==> config.mk <==
export PLATFORM = sky130hd
export DESIGN_NAME = fetch_stage
export DESIGN_NICKNAME = d
export VERILOG_FILES = /design/src/rtl/fetch_pkg.sv /design/src/rtl/pc_register.sv /design/src/rtl/fetch_stage.sv
export SDC_FILE = /design/constraint.sdc
export NUM_CORES = 1
export LEC_CHECK = 0
export ABC_CLOCK_PERIOD_IN_PS = 5600
export BUFFER_PORTS_ARGS = -buffer_cell sky130_fd_sc_hd__buf_2
export CAP_MARGIN = 20
export CORE_ASPECT_RATIO = 0.8
export CORE_MARGIN = 4
export CORE_UTILIZATION = 52
export DETAILED_ROUTE_END_ITERATION = 10
export PLACE_DENSITY = 0.81
export SLEW_MARGIN = 20
export SYNTH_ARGS = -nofsm -noshare
export SYNTH_HDL_FRONTEND = slang
export SYNTH_SLANG_ARGS = --single-unit
==> constraint.sdc <==
create_clock -name clk_i -period 5.6 [get_ports clk_i]
set_clock_uncertainty 0.15 [all_clocks]
set_input_delay 0.84 -clock clk_i [delete_from_list [all_inputs] [get_ports clk_i]]
set_output_delay 0.84 -clock clk_i [all_outputs]
set_load 0.05 [all_outputs]
==> src/rtl/fetch_pkg.sv <==
// Shared types and defaults for the instruction-fetch stage.
// The optional FETCH_PERF_CNT_EN macro is consumed by fetch_stage.
package fetch_pkg;

    localparam int unsigned XLEN = 32;

    localparam logic [XLEN-1:0] RESET_PC_DEFAULT = 32'h0000_0000;
    localparam logic [XLEN-1:0] PC_STEP_DEFAULT  = 32'd1;
    localparam logic [XLEN-1:0] NOP_WORD_DEFAULT = 32'h0000_0000;

    typedef struct packed {
        logic [XLEN-1:0] instr;
        logic [XLEN-1:0] pc;
        logic [XLEN-1:0] pc_next;
        logic            valid;
    } ifid_t;

    // Wraps modulo 2^XLEN by construction.
    function automatic logic [XLEN-1:0] pc_advance(input logic [XLEN-1:0] pc,
                                                   input logic [XLEN-1:0] step);
        return pc + step;
    endfunction

endpackage

==> src/rtl/pc_register.sv <==
// Program counter flop with redirect > stall > increment next-state selection.
module pc_register
    import fetch_pkg::*;
#(
    parameter logic [XLEN-1:0] RESET_PC = RESET_PC_DEFAULT,
    parameter logic [XLEN-1:0] PC_STEP  = PC_STEP_DEFAULT
) (
    input  logic            clk_i,
    input  logic            reset_i,
    input  logic            stall_i,
    input  logic            redirect_i,
    input  logic [XLEN-1:0] redirect_pc_i,
    output logic [XLEN-1:0] pc_o,
    output logic [XLEN-1:0] pc_inc_o
);

    logic [XLEN-1:0] pc_d;
    logic [XLEN-1:0] pc_q;

    assign pc_inc_o = pc_advance(pc_q, PC_STEP);
    assign pc_o     = pc_q;

    // A taken branch must never be swallowed by a stall.
    always_comb begin
        pc_d = pc_inc_o;
        if (redirect_i) begin
            pc_d = redirect_pc_i;
        end else if (stall_i) begin
            pc_d = pc_q;
        end
    end

    always_ff @(posedge clk_i or posedge reset_i) begin
        if (reset_i) begin
            pc_q <= RESET_PC;
        end else begin
            pc_q <= pc_d;
        end
    end

endmodule

==> src/rtl/fetch_stage.sv <==
// Fetch stage: PC, asynchronous-ROM address and IF/ID pipeline register.
// Define FETCH_PERF_CNT_EN to add the fetched/stalled performance counters.
module fetch_stage
    import fetch_pkg::*;
#(
    parameter logic [XLEN-1:0] RESET_PC = RESET_PC_DEFAULT,
    parameter logic [XLEN-1:0] PC_STEP  = PC_STEP_DEFAULT,
    parameter logic [XLEN-1:0] NOP_WORD = NOP_WORD_DEFAULT
) (
    input  logic            clk_i,
    input  logic            reset_i,
    input  logic            stall_i,
    input  logic            flush_i,
    input  logic            redirect_i,
    input  logic [XLEN-1:0] redirect_pc_i,
    output logic [XLEN-1:0] imem_addr_o,
    input  logic [XLEN-1:0] imem_word_i,
    output logic [XLEN-1:0] ifid_instr_o,
    output logic [XLEN-1:0] ifid_pc_o,
    output logic [XLEN-1:0] ifid_pc_next_o,
`ifdef FETCH_PERF_CNT_EN
    output logic [XLEN-1:0] perf_fetched_o,
    output logic [XLEN-1:0] perf_stalled_o,
`endif
    output logic            ifid_valid_o
);

    localparam ifid_t IFID_SQUASH = '{instr: NOP_WORD, pc: '0, pc_next: '0, valid: 1'b0};

    logic [XLEN-1:0] pc;
    logic [XLEN-1:0] pc_inc;
    logic            squash;
    logic            load;
    ifid_t           ifid_d;
    ifid_t           ifid_q;

    pc_register #(
        .RESET_PC (RESET_PC),
        .PC_STEP  (PC_STEP)
    ) u_pc_register (
        .clk_i         (clk_i),
        .reset_i       (reset_i),
        .stall_i       (stall_i),
        .redirect_i    (redirect_i),
        .redirect_pc_i (redirect_pc_i),
        .pc_o          (pc),
        .pc_inc_o      (pc_inc)
    );

    assign imem_addr_o = pc;
    assign squash      = redirect_i | flush_i;
    assign load        = ~squash & ~stall_i;

    always_comb begin
        ifid_d = ifid_q;
        if (squash) begin
            ifid_d = IFID_SQUASH;
        end else if (load) begin
            ifid_d = '{instr: imem_word_i, pc: pc, pc_next: pc_inc, valid: 1'b1};
        end
    end

    always_ff @(posedge clk_i or posedge reset_i) begin
        if (reset_i) begin
            ifid_q <= IFID_SQUASH;
        end else begin
            ifid_q <= ifid_d;
        end
    end

    assign ifid_instr_o   = ifid_q.instr;
    assign ifid_pc_o      = ifid_q.pc;
    assign ifid_pc_next_o = ifid_q.pc_next;
    assign ifid_valid_o   = ifid_q.valid;

`ifdef FETCH_PERF_CNT_EN
    logic [XLEN-1:0] perf_fetched_q;
    logic [XLEN-1:0] perf_stalled_q;

    always_ff @(posedge clk_i or posedge reset_i) begin
        if (reset_i) begin
            perf_fetched_q <= '0;
            perf_stalled_q <= '0;
        end else begin
            if (load) begin
                perf_fetched_q <= perf_fetched_q + 1'b1;
            end
            if (stall_i && !redirect_i) begin
                perf_stalled_q <= perf_stalled_q + 1'b1;
            end
        end
    end

    assign perf_fetched_o = perf_fetched_q;
    assign perf_stalled_o = perf_stalled_q;
`endif

endmodule
==> qor.yml <==
floorplan:
  io-pin-count: 198
  core_mm2: 0.0117
  num_rows: 35
  die_y_um: 107
  dieWidth_um: 131
  initial_core_util: 0.540
  dieArea_mm2: 0.0140
sta:
  setup_tns_ns: 0
  fin_crit_sh: 0.484
  finalMaxSlewViolations: 0
  period_minus_slack_ns: 2.71
  setup_viol: 0
  tightest_slew_ns: 0.851
  clock.fmax_mhz: 369
  slew_headroom: 0.432
  finalHoldViolCount: 0
  setup_slack_ns: 2.89
  rsz0062_at_grt: "false"
place:
  pre_cts_ws_ns: 2.52
  gp_congestion: 0.812
  dpl_cell_area_mm2: 0.00728
  port_buffers: 197
  place_hpwl_mm: 11.0
hold_path:
  min_to: "ifid_pc_next_o[8]"
  hold_depth: 2
  min_from: "ifid_pc_next_o[8]"
  hold_class: "flip-flop to flip-flop"
worst_setup_path:
  startpoint_type: "input pin"
  cp_data_required_time_ns: 5.71
  r2r-start: "u_pc_register.pc_o[7]"
  critical_path_class: "input pin to flip-flop"
  regToRegEndpoint: "ifid_pc_next_o[17]"
  path_delay_family: "buffers and inverters"
  cp-end-kind: "flip-flop"
  reg2regPathDepth: 5
  crit_path_top_delay_cell: "buf_4"
  cp.arrival_ns: 2.82
  cp_cell_sequence: "buf_6 -> buf_4 -> nor2_1 -> nand2_1 -> xor2_1 -> o21ai_0"
  critPathMaxFanout: 85
  worst_path_largest_cell_delay_ns: 0.77
  rrSetupSlack_ns: 3.05
  worst-path-buf-inv: 2
synthesis:
  synth.mux.area_fraction: 0.109
  synth_top_area_cell: "dfrtp_1"
  yosysMostFrequentCell: "dfrtp_1"
  synth_ff_type: "dfrtp_1"
  yosysSeqAreaShare: 0.509
  synth_edf_count: 0
  synth_compound_area_frac: 0.0764
  synth_area_leaders: "dfrtp_1 (51%), mux2i_1 (11%), nor2_1 (5.1%), xnor2_1 (5.1%), nand2_1 (3.0%)"
  ys_ff_latch: 129
  yosys.area_share.simple: 0.173
  synth_xor_area_frac: 0.0773
  postSynthCellCount: 635
  yosys.area_share.adder: 0.00197
  syn_area_mm2: 0.00634
  synth_cell_types: 38
  synth_nets: 705
  synth_top_family_by_area: "simple AND/OR/NAND/NOR gates"
  ys_top_cells_by_count: "dfrtp_1 (129), nor2_1 (87), mux2i_1 (67)"
  ys_async_sr_fraction: 1.00
  synth_warnings: 0
  syn_area_per_cell_um2: 9.99
  synth_top_area_frac: 0.509
power:
  power_mw: 2.74
  leakage_nw: 4.04
  peakVddDrop_v: 0.000311
  cellPowerDensity_mw_per_mm2: 343
finish:
  multi_input_area_mm2: 0.00278
  diodes: 0
  drive_above_1_share: 0.303
  syn_to_final_growth_pct: 25.9
  stdcell_area_mm2: 0.00799
  seqCellArea_mm2: 0.00323
  final_core_util: 0.680
  fin_nets: 870
  n_fill_cell: 913
grt:
  grt_max_degree: 98
  grt_use_met2: 0.365
  use_met3: 0.0727
  grt_pass1_wl_mm: 27.2
  grt_util_all_layers: 0.237
  met1_usage: 0.325
  gr-total-overflow: 0
  grt_pass1_vias: 5262
  antenna_found_initial: 0
  grt-busiest-layer: "met2"
routing:
  viasPerCell: 5.46
  wirelength_mm: 16.5
  drt_iter0_markers: 357
  drt-wirelength-per-cell_um: 17.2
  drtPass1Iterations: 5
  drtAntennaViolNets: 0
  drc_errors: 0
  vias: 5247
clock_network:
  cts_buffers: 17
  hold_buffers: 0
  cts-root-buf: "clkbuf_16"
  cts_tree: "yes"
  cts_sinks: 129
  cts_buffer_depth: 2
  cts_setup_buffers: 0
  cts_resized: 0
  clk_latency_ns: 0.41
  htreeDepth: 4
  path_clk_slew_ns: 0.06
job:
  drv_cap: 0
outcome:
  outcome: "finished clean"
[layer usage]
metal	wire, um	vias up
met1	7220	2535
met3	1330	17
met2	7750	216
li1	-	2479
met4	197	0
met5	0	-
[worst register-to-register path: cells and delay by family, from the launching register on]
family | cells | cell delay, ns
AO/OA/AOI/OAI | 2 | 0.38
AND/OR/NAND/NOR | 3 | 1.37
flip-flops | 1 | 0.56
[where the power goes]
group          switching (mW)  internal [mW]
clock network           0.409          0.848
registers              0.0682          0.978
logic                   0.307          0.125
[metrics by stage]
step	hold WS, ns	cells
2_1_floorplan	0.601	635
3_3_place_gp	0.347	928
3_5_place_dp	0.358	928
4_1_cts	0.371	960
5_1_grt	0.392	961
6_report	0.367	961
[cells in the final DEF, fill, tap and decap left out, drive strengths merged, types with 2 or more instances in the layout]
| master | count |
|---|---|
| a21o | 4 |
| a21oi | 30 |
| and4 | 7 |
| buf | 201 |
| bufinv | 6 |
| clkbuf | 19 |
| clkinv | 4 |
| clkinvlp | 2 |
| dfrtp | 129 |
| inv | 20 |
| mux2 | 2 |
| mux2i | 67 |
| nand2 | 51 |
| nand3 | 10 |
| nand4 | 15 |
| nor2 | 87 |
| nor2b | 5 |
| nor3 | 22 |
| nor4 | 11 |
| o21a | 16 |
| o21ai | 35 |
| or3 | 8 |
| xnor2 | 37 |
| xor2 | 19 |
[area by class of cell]
cell class / count / area share
well taps: 148 / 0.0232
flip-flops and latches: 129 / 0.404
multi-input cells: 432 / 0.348
clock buffers: 19 / 0.0555
clock inverters: 13 / 0.0290
repair buffers: 201 / 0.131
inverters: 19 / 0.00956
[worst max-delay path by stage]
stage / start / to / cells after the start
after floorplan: reset_i / ifid_instr_o[0] / 1
after global placement: stall_i / u_pc_register.pc_o[8] / 6
after detailed placement: stall_i / u_pc_register.pc_o[8] / 6
after CTS: stall_i / u_pc_register.pc_o[8] / 6
after global routing: stall_i / u_pc_register.pc_o[8] / 6
final: stall_i / u_pc_register.pc_o[8] / 6
[sequential cells by signal, summed over array words and instances, names as in the netlist]
| register | cells |
|---|---|
| ifid_instr_o | 32 |
| ifid_pc_next_o | 32 |
| ifid_pc_o | 32 |
| u_pc_register.pc_o | 32 |
| ifid_valid_o | 1 |
[logic make-up (layout without fill, tap and decap cells)]
family / Yosys count / count (layout)
flip-flops: 129 / 129
XOR/XNOR: 56 / 56
adder cells (fa/ha/maj): 1 / 1
buffers and inverters: 74 / 252
AO/OA/AOI/OAI: 86 / 86
AND/OR/NAND/NOR: 220 / 220
multiplexers: 69 / 69
Power figures use the tool's default switching activity.
